===== src/rtl/fir_pkg.sv =====
// Shared constants, sample/accumulator types, coefficients and the saturation
// helper for the FIR stage and any golden model that must agree with it.
package fir_pkg;

  localparam int TAPS   = 4;
  localparam int DATA_W = 16;
  localparam int COEF_W = 16;
  localparam int ACC_W  = 36;
  localparam int SHIFT  = 0;

  typedef logic signed [DATA_W-1:0] sample_t;
  typedef logic signed [COEF_W-1:0] coef_t;
  typedef logic signed [ACC_W-1:0]  acc_t;

  typedef struct packed {
    sample_t data;
    logic    sat;
  } sat_result_t;

  localparam coef_t COEF [TAPS] = '{16'sd2, 16'sd3, -16'sd2, 16'sd8};

  // Clip the scaled accumulator into the sample range; never wraps.
  function automatic sat_result_t sat_to_sample(input acc_t acc);
    acc_t        sh;
    acc_t        max_v;
    acc_t        min_v;
    sat_result_t res;
    sh    = acc >>> SHIFT;
    max_v = {{(ACC_W-DATA_W+1){1'b0}}, {(DATA_W-1){1'b1}}};
    min_v = {{(ACC_W-DATA_W+1){1'b1}}, {(DATA_W-1){1'b0}}};
    if (sh > max_v) begin
      res.data = {1'b0, {(DATA_W-1){1'b1}}};
      res.sat  = 1'b1;
    end else if (sh < min_v) begin
      res.data = {1'b1, {(DATA_W-1){1'b0}}};
      res.sat  = 1'b1;
    end else begin
      res.data = sh[DATA_W-1:0];
      res.sat  = 1'b0;
    end
    return res;
  endfunction

endpackage


===== src/rtl/fir_filter_stage_mac.sv =====
// Combinational TAPS-wide multiply-accumulate over the delay line, computed
// at full accumulator width so no intermediate sum can overflow.
module fir_mac
  import fir_pkg::*;
(
  input  sample_t i_taps [TAPS],
  output acc_t    o_acc
);

  always_comb begin
    o_acc = '0;
    for (int k = 0; k < TAPS; k++) begin
      o_acc = o_acc + acc_t'(i_taps[k]) * acc_t'(COEF[k]);
    end
  end

endmodule


===== src/rtl/fir_filter_stage.sv =====
// Two-stage FIR: valid-gated delay line, then registered saturating MAC result.
// All state lives here; fir_mac is purely combinational.
module fir_filter_stage
  import fir_pkg::*;
(
  input  logic                     system1000,
  input  logic                     system1000_rst,
  input  logic                     in_valid,
  input  logic signed [DATA_W-1:0] in_data,
  input  logic                     clear,
  output logic                     out_valid,
  output logic signed [DATA_W-1:0] out_data,
  output logic                     out_sat
);

  sample_t     r_taps [TAPS];
  logic        r_v1;
  logic        r_out_valid;
  sample_t     r_out_data;
  logic        r_out_sat;
  acc_t        w_acc;
  sat_result_t w_sat;

  fir_mac u_mac (
    .i_taps (r_taps),
    .o_acc  (w_acc)
  );

  assign w_sat = sat_to_sample(w_acc);

  // Delay line only shifts on valid samples, so gaps never smear history.
  always_ff @(posedge system1000 or posedge system1000_rst) begin
    if (system1000_rst) begin
      for (int k = 0; k < TAPS; k++) r_taps[k] <= '0;
      r_v1 <= 1'b0;
    end else if (clear) begin
      for (int k = 0; k < TAPS; k++) r_taps[k] <= '0;
      r_v1 <= 1'b0;
    end else begin
      r_v1 <= in_valid;
      if (in_valid) begin
        r_taps[0] <= in_data;
        for (int k = 1; k < TAPS; k++) r_taps[k] <= r_taps[k-1];
      end
    end
  end

  always_ff @(posedge system1000 or posedge system1000_rst) begin
    if (system1000_rst) begin
      r_out_valid <= 1'b0;
      r_out_data  <= '0;
      r_out_sat   <= 1'b0;
    end else if (clear) begin
      r_out_valid <= 1'b0;
      r_out_data  <= '0;
      r_out_sat   <= 1'b0;
    end else begin
      r_out_valid <= r_v1;
      r_out_data  <= w_sat.data;
      r_out_sat   <= w_sat.sat & r_v1;
    end
  end

  assign out_valid = r_out_valid;
  assign out_data  = r_out_data;
  assign out_sat   = r_out_sat;

endmodule


===== config.mk =====
export PLATFORM = sky130hd
export DESIGN_NAME = fir_filter_stage
export DESIGN_NICKNAME = d
export VERILOG_FILES = /design/src/rtl/fir_pkg.sv /design/src/rtl/fir_filter_stage_mac.sv /design/src/rtl/fir_filter_stage.sv
export SDC_FILE = /design/constraint.sdc
export NUM_CORES = 1
export LEC_CHECK = 0
export BUFFER_PORTS_ARGS = -buffer_cell sky130_fd_sc_hd__buf_2
export CAP_MARGIN = 0
export CORE_MARGIN = 10
export CORE_UTILIZATION = 50
export DETAILED_ROUTE_END_ITERATION = 6
export HOLD_SLACK_MARGIN = 0.1
export PLACE_DENSITY = 0.7
export SLEW_MARGIN = 40
export SYNTH_ARGS = -nofsm -noshare
export SYNTH_HDL_FRONTEND = slang
export SYNTH_SLANG_ARGS = --single-unit

===== constraint.sdc =====
create_clock -name system1000 -period 7.1 [get_ports system1000]
set_input_delay 1.42 -clock system1000 [delete_from_list [all_inputs] [get_ports system1000]]
set_output_delay 1.42 -clock system1000 [all_outputs]
set_load 0.005 [all_outputs]

Word level (Yosys, flattened, before mapping)
Cells that the tools add are included.
{ "classes": {"addsub": 4, "multipliers": 1, "div_mod_pow": 0, "n_lt_le_gt_ge": 2, "n_eq_ne": 0, "shift": 0, "muxes": 8, "bitwise": 1, "n_reduce_logical": 1} }
{ "op_table": {"columns": ["cell", "n"], "rows": [
  ["$mux 64", 2],
  ["$add 36x19->36", 1],
  ["$add 36x36->36", 1],
  ["$gt 36x16->1 const B", 1],
  ["$lt 36x16->1 const B", 1],
  ["$neg 16->35", 1],
  ["$mux 17", 2],
  ["$add 17x19->20", 1],
  ["$mul 16x3->19 const B", 1],
  ["$mux 16", 1],
  ["$mux 1", 3],
  ["$reduce_bool 2->1", 1],
  ["$and 1x1->1", 1]
]} }
{ "totals": {"regBits": 83, "latch_bits": 0, "ramBits": 0, "romBits": 0, "out_inout_bits": 18, "memories": 0} }

Depth between registers and ports, before layout
{ "depth": {"depth_word": 9, "depth_mapped": 30, "depth_no_buf": 28} }

By module
A second synthesis with hierarchy kept.
{ "unflattened": {"hier_cells": 852, "hier_area_um2": 8120.3} }
{ "modules_own_cells": {"columns": ["module", "n_inst", "cells_each", "area_each_um2", "seq_area_each_um2"], "rows": [
  ["fir_mac", 1, 573, 4717.0, 0.0],
  ["fir_filter_stage", 1, 279, 3403.3, 2077.0]
]} }

Worst setup path after synthesis
Ideal clock, no wire load.
{ "synth_timing": {"path_kind": "flip-flop to flip-flop", "start": "reg r_taps[35] (netlist bit)", "end": "reg r_out_data[0] (netlist: out_data[0])", "setup_time_ps": 144, "arrival_ps": 6695, "t_required_ps": 6956, "setup_slack_ps": 261, "stages_incl_launch_ff": 31, "n_path_buf": 2, "synth_period_minus_slack_ps": 6839, "path_cell_list": "dfrtp_1 ha_1 inv_1 fa_1 inv_1 ha_1 nor2b_1 o21ai_0 a21oi_1 o21ai_0 a21oi_1 o21a_1 o31ai_1 a31o_2 or4b_2 o211ai_1 fa_1 inv_1 ha_1 buf_2 a21oi_1 o21ai_1 a21o_1 and3_1 a211o_2 a31o_1 a21oi_2 xnor3_1 a31oi_2 buf_6 o21ai_0"} }
{ "synth_between": {"elab_chain_cells": 8} }
{ "synth_lines": {"columns": ["element", "line", "text"], "rows": [
  ["from (decl)", "fir_filter_stage.sv:16", "sample_t r_taps [TAPS];"],
  ["$mul 16x3->19 *", "fir_filter_stage_mac.sv:13", "o_acc = o_acc + acc_t'(i_taps[k]) * acc_t'(COEF[k]);"],
  ["$add 17x19->20 *", "fir_filter_stage_mac.sv:13", null],
  ["$add 36x36->36 *", "fir_filter_stage_mac.sv:13", null],
  ["$add 36x19->36 *", "fir_filter_stage_mac.sv:13", null],
  ["$lt 36x16->1", "fir_pkg.sv:34", "end else if (sh < min_v) begin"],
  ["$mux 17", "fir_pkg.sv:34", null],
  ["$mux 17 *", "fir_pkg.sv:31", "if (sh > max_v) begin"],
  ["$mux 16 *", "fir_filter_stage.sv:53", "end else if (clear) begin"],
  ["to (signal assigned)", "fir_filter_stage.sv:59", "r_out_data <= w_sat.data;"],
  ["to (decl)", "fir_filter_stage.sv:19", "sample_t r_out_data;"]
]} }
Every way passes the cells marked *; elsewhere a longest branch is shown, timed or not.
A chain may end at the register's enable or synchronous reset.

Worst setup path in the final report
{ "layout_timing": {"start": "reg r_taps[34] (netlist bit)", "end": "reg r_out_data[11] (netlist: out_data[11])"} }
Same word-level chain as after synthesis.

==> metrics.md <==
| Metric | Value |
|---|---|
| Fin Setup TNS | 0 ns |
| Number of global-route vias before repair | 6,246 |
| IO Port Bufs | 37 |
| Seq pwr share | 29.1% |
| Fin. Hold Viols | 0 |
| Placer Congestion | 0.9019 |
| Post-CTS Hold Fix Bufs | 0 |
| Top cell type by total area after synthesis | dfrtp_1 |
| Worst skew pair latency | 0.35 ns |
| CTS Sinks | 83 |
| Boundary pin count | 38 |
| DR vias/cell | 5.482 |
| Maxcap violations | 0 |
| Actual slew at the worst max-slew pin | 0.7978 ns |
| # DRC | 0 |
| Synthesized area | 8019 µm² |
| Synth Area per Inst | 9.010 µm² |
| Highest routing layer actually used | met4 |
| Wire per inst | 15.17 µm |
| Async SR Flop Fraction | 100.0% |
| Post-synth EDFFs | 0 |
| Met2 Wirelength | 8106 µm |
| Total power | 1.828 mW |
| Die area | 21,500 µm² |
| Clock power frac | 26.2% |
| Placed cell areas | 8584 µm² |
| Outcome | finished, final reports clean |
| Synth top area cells | dfrtp_1 26%, fa_1 12%, ha_1 11% |
| Root Driver | clkbuf_16 |
| Global-route wire length before repair | 30,450 µm |
| Metal-1 WL | 8670 µm |
| Hold Slack | 0.5193 ns |
| CTS Buf Count | 9 |
| Top cell by count, worst path | ha_4 |
| Peak VDD IR | 0.1491 mV |
| Synth Instances | 890 |
| Initial antenna violation count | 0 |
| Gr usage total | 16.54% |
| Core box area | 15,830 µm² |
| Min Tclk post-route | 6.848 ns |
| Row Count | 46 |
| Distinct cell type count after synthesis | 66 |
| Pint | 1.142 mW |
| Max Fclk | 146.0 MHz |
| Synthesis Warnings | 0 |
| ANT nets after route | 0 |
| Cells after DPL | 1,140 |
| Slowest stage cell, crit path | or4_1 |
| Layout area overhead | 15.74% |
| Worst Path Required | 7.30 ns |
| Largest net degree at the start of global routing | 84 |
| Fraction of power spent switching nets | 37.52% |
| Final std cells w/o fill | 1,165 |
| Area share of the leading cell type in the synthesized netlist | 25.90% |
| P_sw | 0.6858 mW |
| Setup Crit Path Kind | reg -> reg |
| Clk pin slew, worst setup/hold paths | 0.06 ns |
| Final Cell Area | 9281 µm² |
| Final Setup Violations | 0 |
| Initial Util | 50.66% |
| Final cell utilization of the core | 58.64% |
| Syn nets | 1,031 |
| Critical path's top delay family | compound AO/OA/AOI/OAI gates |
| Number of synthesized register bits | 83 |
| Drt first-iter violations | 356 |
| Setup WS post-layout | 0.2523 ns |
| Worst slack, placed | -0.2018 ns |
| CTS H-tree depth | 3 |
| Top FF cell, synth | dfrtp_1 |
| P_leak | 4.873 nW |
| Final net count | 1,086 |
| Post-synthesis sequential area ratio | 25.90% |
| Total grt overflow | 0 |
| First-pass DRT Iterations | 5 |
| PD cells | 196.9 nW/µm² |
| Hold Path Class | reg -> reg |
| CTS tree | built |
| Slew HR | 46.82% |
| FF-to-FF setup slack | 0.25 ns |
| Critical Path Start Type | flip-flop |
| Worst-case clock buffer depth | 2 |
| CP bufs+invs | 6 |
| Worst Path Max Fanout | 7 |
| Drt total wl | 17,680 µm |
| Slew Limit Fails | 0 |
| Die Wd | 146.6 µm |
| DP HPWL | 13,150 µm |
| Die height | 146.6 µm |
| Worst setup EP type | flip-flop |
| Vias post-DR | 6,387 |
| Wire length on met3 | 693 µm |
| Max incr delay on CP | 0.52 ns |
| Share of cells above drive strength 1 | 16.86% |
| CP arrival | 7.05 ns |
| Clock Skew | 0.007270 ns |
| Comb pwr share | 44.8% |
| Period utilization | 96.45% |
| Antenna Cells | 0 |
[timing repair]
item / in CTS / in global routing
pin swaps: 0 / 29
gates resized for setup: 3 / 60
setup buffers: 0 / 9
endpoints found under the setup margin: 16 / 17
gates cloned: 0 / 2
[synth_stat cells (11+ instances only)]
library cell / n
dfrtp_1: 83
clkbuf_1: 24
inv_1: 125
nor2_1: 96
a21o_1: 24
a21oi_1: 44
mux2i_1: 67
xor2_1: 24
fa_1: 48
o21ai_0: 37
nand3_1: 13
nand2_1: 44
nand4_1: 11
xnor2_1: 23
ha_1: 73
o31ai_1: 16
[placed cells by master (no fill, tap or decap), types with 4 or more instances in the layout]
master / instances
inv_1: 121
nor2_1: 94
dfrtp_1: 83
mux2i_1: 66
ha_1: 61
fa_1: 46
nand2_1: 43
a21oi_1: 39
buf_4: 37
buf_2: 36
o21ai_0: 32
a21o_1: 24
xor2_1: 24
xnor2_1: 22
nand3_1: 13
nand4_1: 11
o21a_1: 10
clkbuf_16: 10
nand2b_1: 9
o31ai_1: 9
nor3_1: 8
nor4_1: 7
o21ai_1: 7
and3_1: 7
o31ai_2: 7
a21oi_2: 6
ha_4: 6
ha_2: 6
o211ai_1: 5
or4_1: 4
nor2b_1: 4
a211oi_1: 4
[power groups by stage]
stage | clock [mW] | sequential, mW | combinational [mW]
4_1_cts | 0.494 | 0.532 | 0.747
6_report | 0.478 | 0.532 | 0.818
3_3_place_gp | 0 | 0.540 | 0.731
3_5_place_dp | 0 | 0.540 | 0.737
2_1_floorplan | 0 | 0.542 | 0.530
5_1_grt | 0.513 | 0.537 | 0.917
[worst min-delay path, delay by kind of cell (launching register included)]
kind / cells / cell delay (ns)
flops: 1 / 0.34
mux: 1 / 0.06
simple gates: 1 / 0.08
[state kept, by name, summed over array words and instances (netlist names)]
| register | count |
|---|---|
| out_sat | 1 |
| out_data | 16 |
| out_valid | 1 |
| r_taps | 64 |
| r_v1 | 1 |
[routing by layer]
layer | track usage (%) | up-vias
li1 | - | 3156
met1 | 23.91 | 3097
met2 | 25.00 | 118
met3 | 2.689 | 16
met4 | 4.354 | 0
met5 | 0 | -
[kinds of logic (layout without fill, tap and decap cells)]
kind of cell | Yosys count | count (layout) | synth area share (%)
AND/OR/NAND/NOR | 223 | 223 | 13.23
AO/OA/AOI/OAI | 185 | 186 | 15.57
multiplexers | 69 | 69 | 8.644
adder cells (fa/ha/maj) | 121 | 121 | 23.37
buffers and inverters | 161 | 219 | 7.864
XOR/XNOR | 48 | 48 | 5.414
flip-flops | 83 | 83 | 25.90
[area by class of cell]
| type | count | area [µm²] |
|---|---|---|
| Multi-Input combinational cell | 647 | 5613 |
| Timing Repair Buffer | 79 | 550.5 |
| Inverter | 125 | 470.5 |
| Sequential cell | 83 | 2077 |
| Clock buffer | 10 | 239.0 |
| Clock inverter | 5 | 61.31 |
| Tap cell | 216 | 270.3 |
| Fill cell | 1400 | 6546 |
[worst paths after layout]
| kind | startpoint | end | depth (start not counted) |
|---|---|---|---|
| max | r_taps[34] | out_data[11] | 31 |
| min | r_taps[3] | r_taps[3] | 2 |
| max reg2reg | r_taps[34] | out_data[11] | 31 |
| min reg2reg | r_taps[3] | r_taps[3] | 2 |
| max in group asynchronous | system1000_rst | r_taps[46] | 3 |
| min in group asynchronous | system1000_rst | out_data[1] | 3 |
No activity file was read; power rests on OpenSTA's default activity.
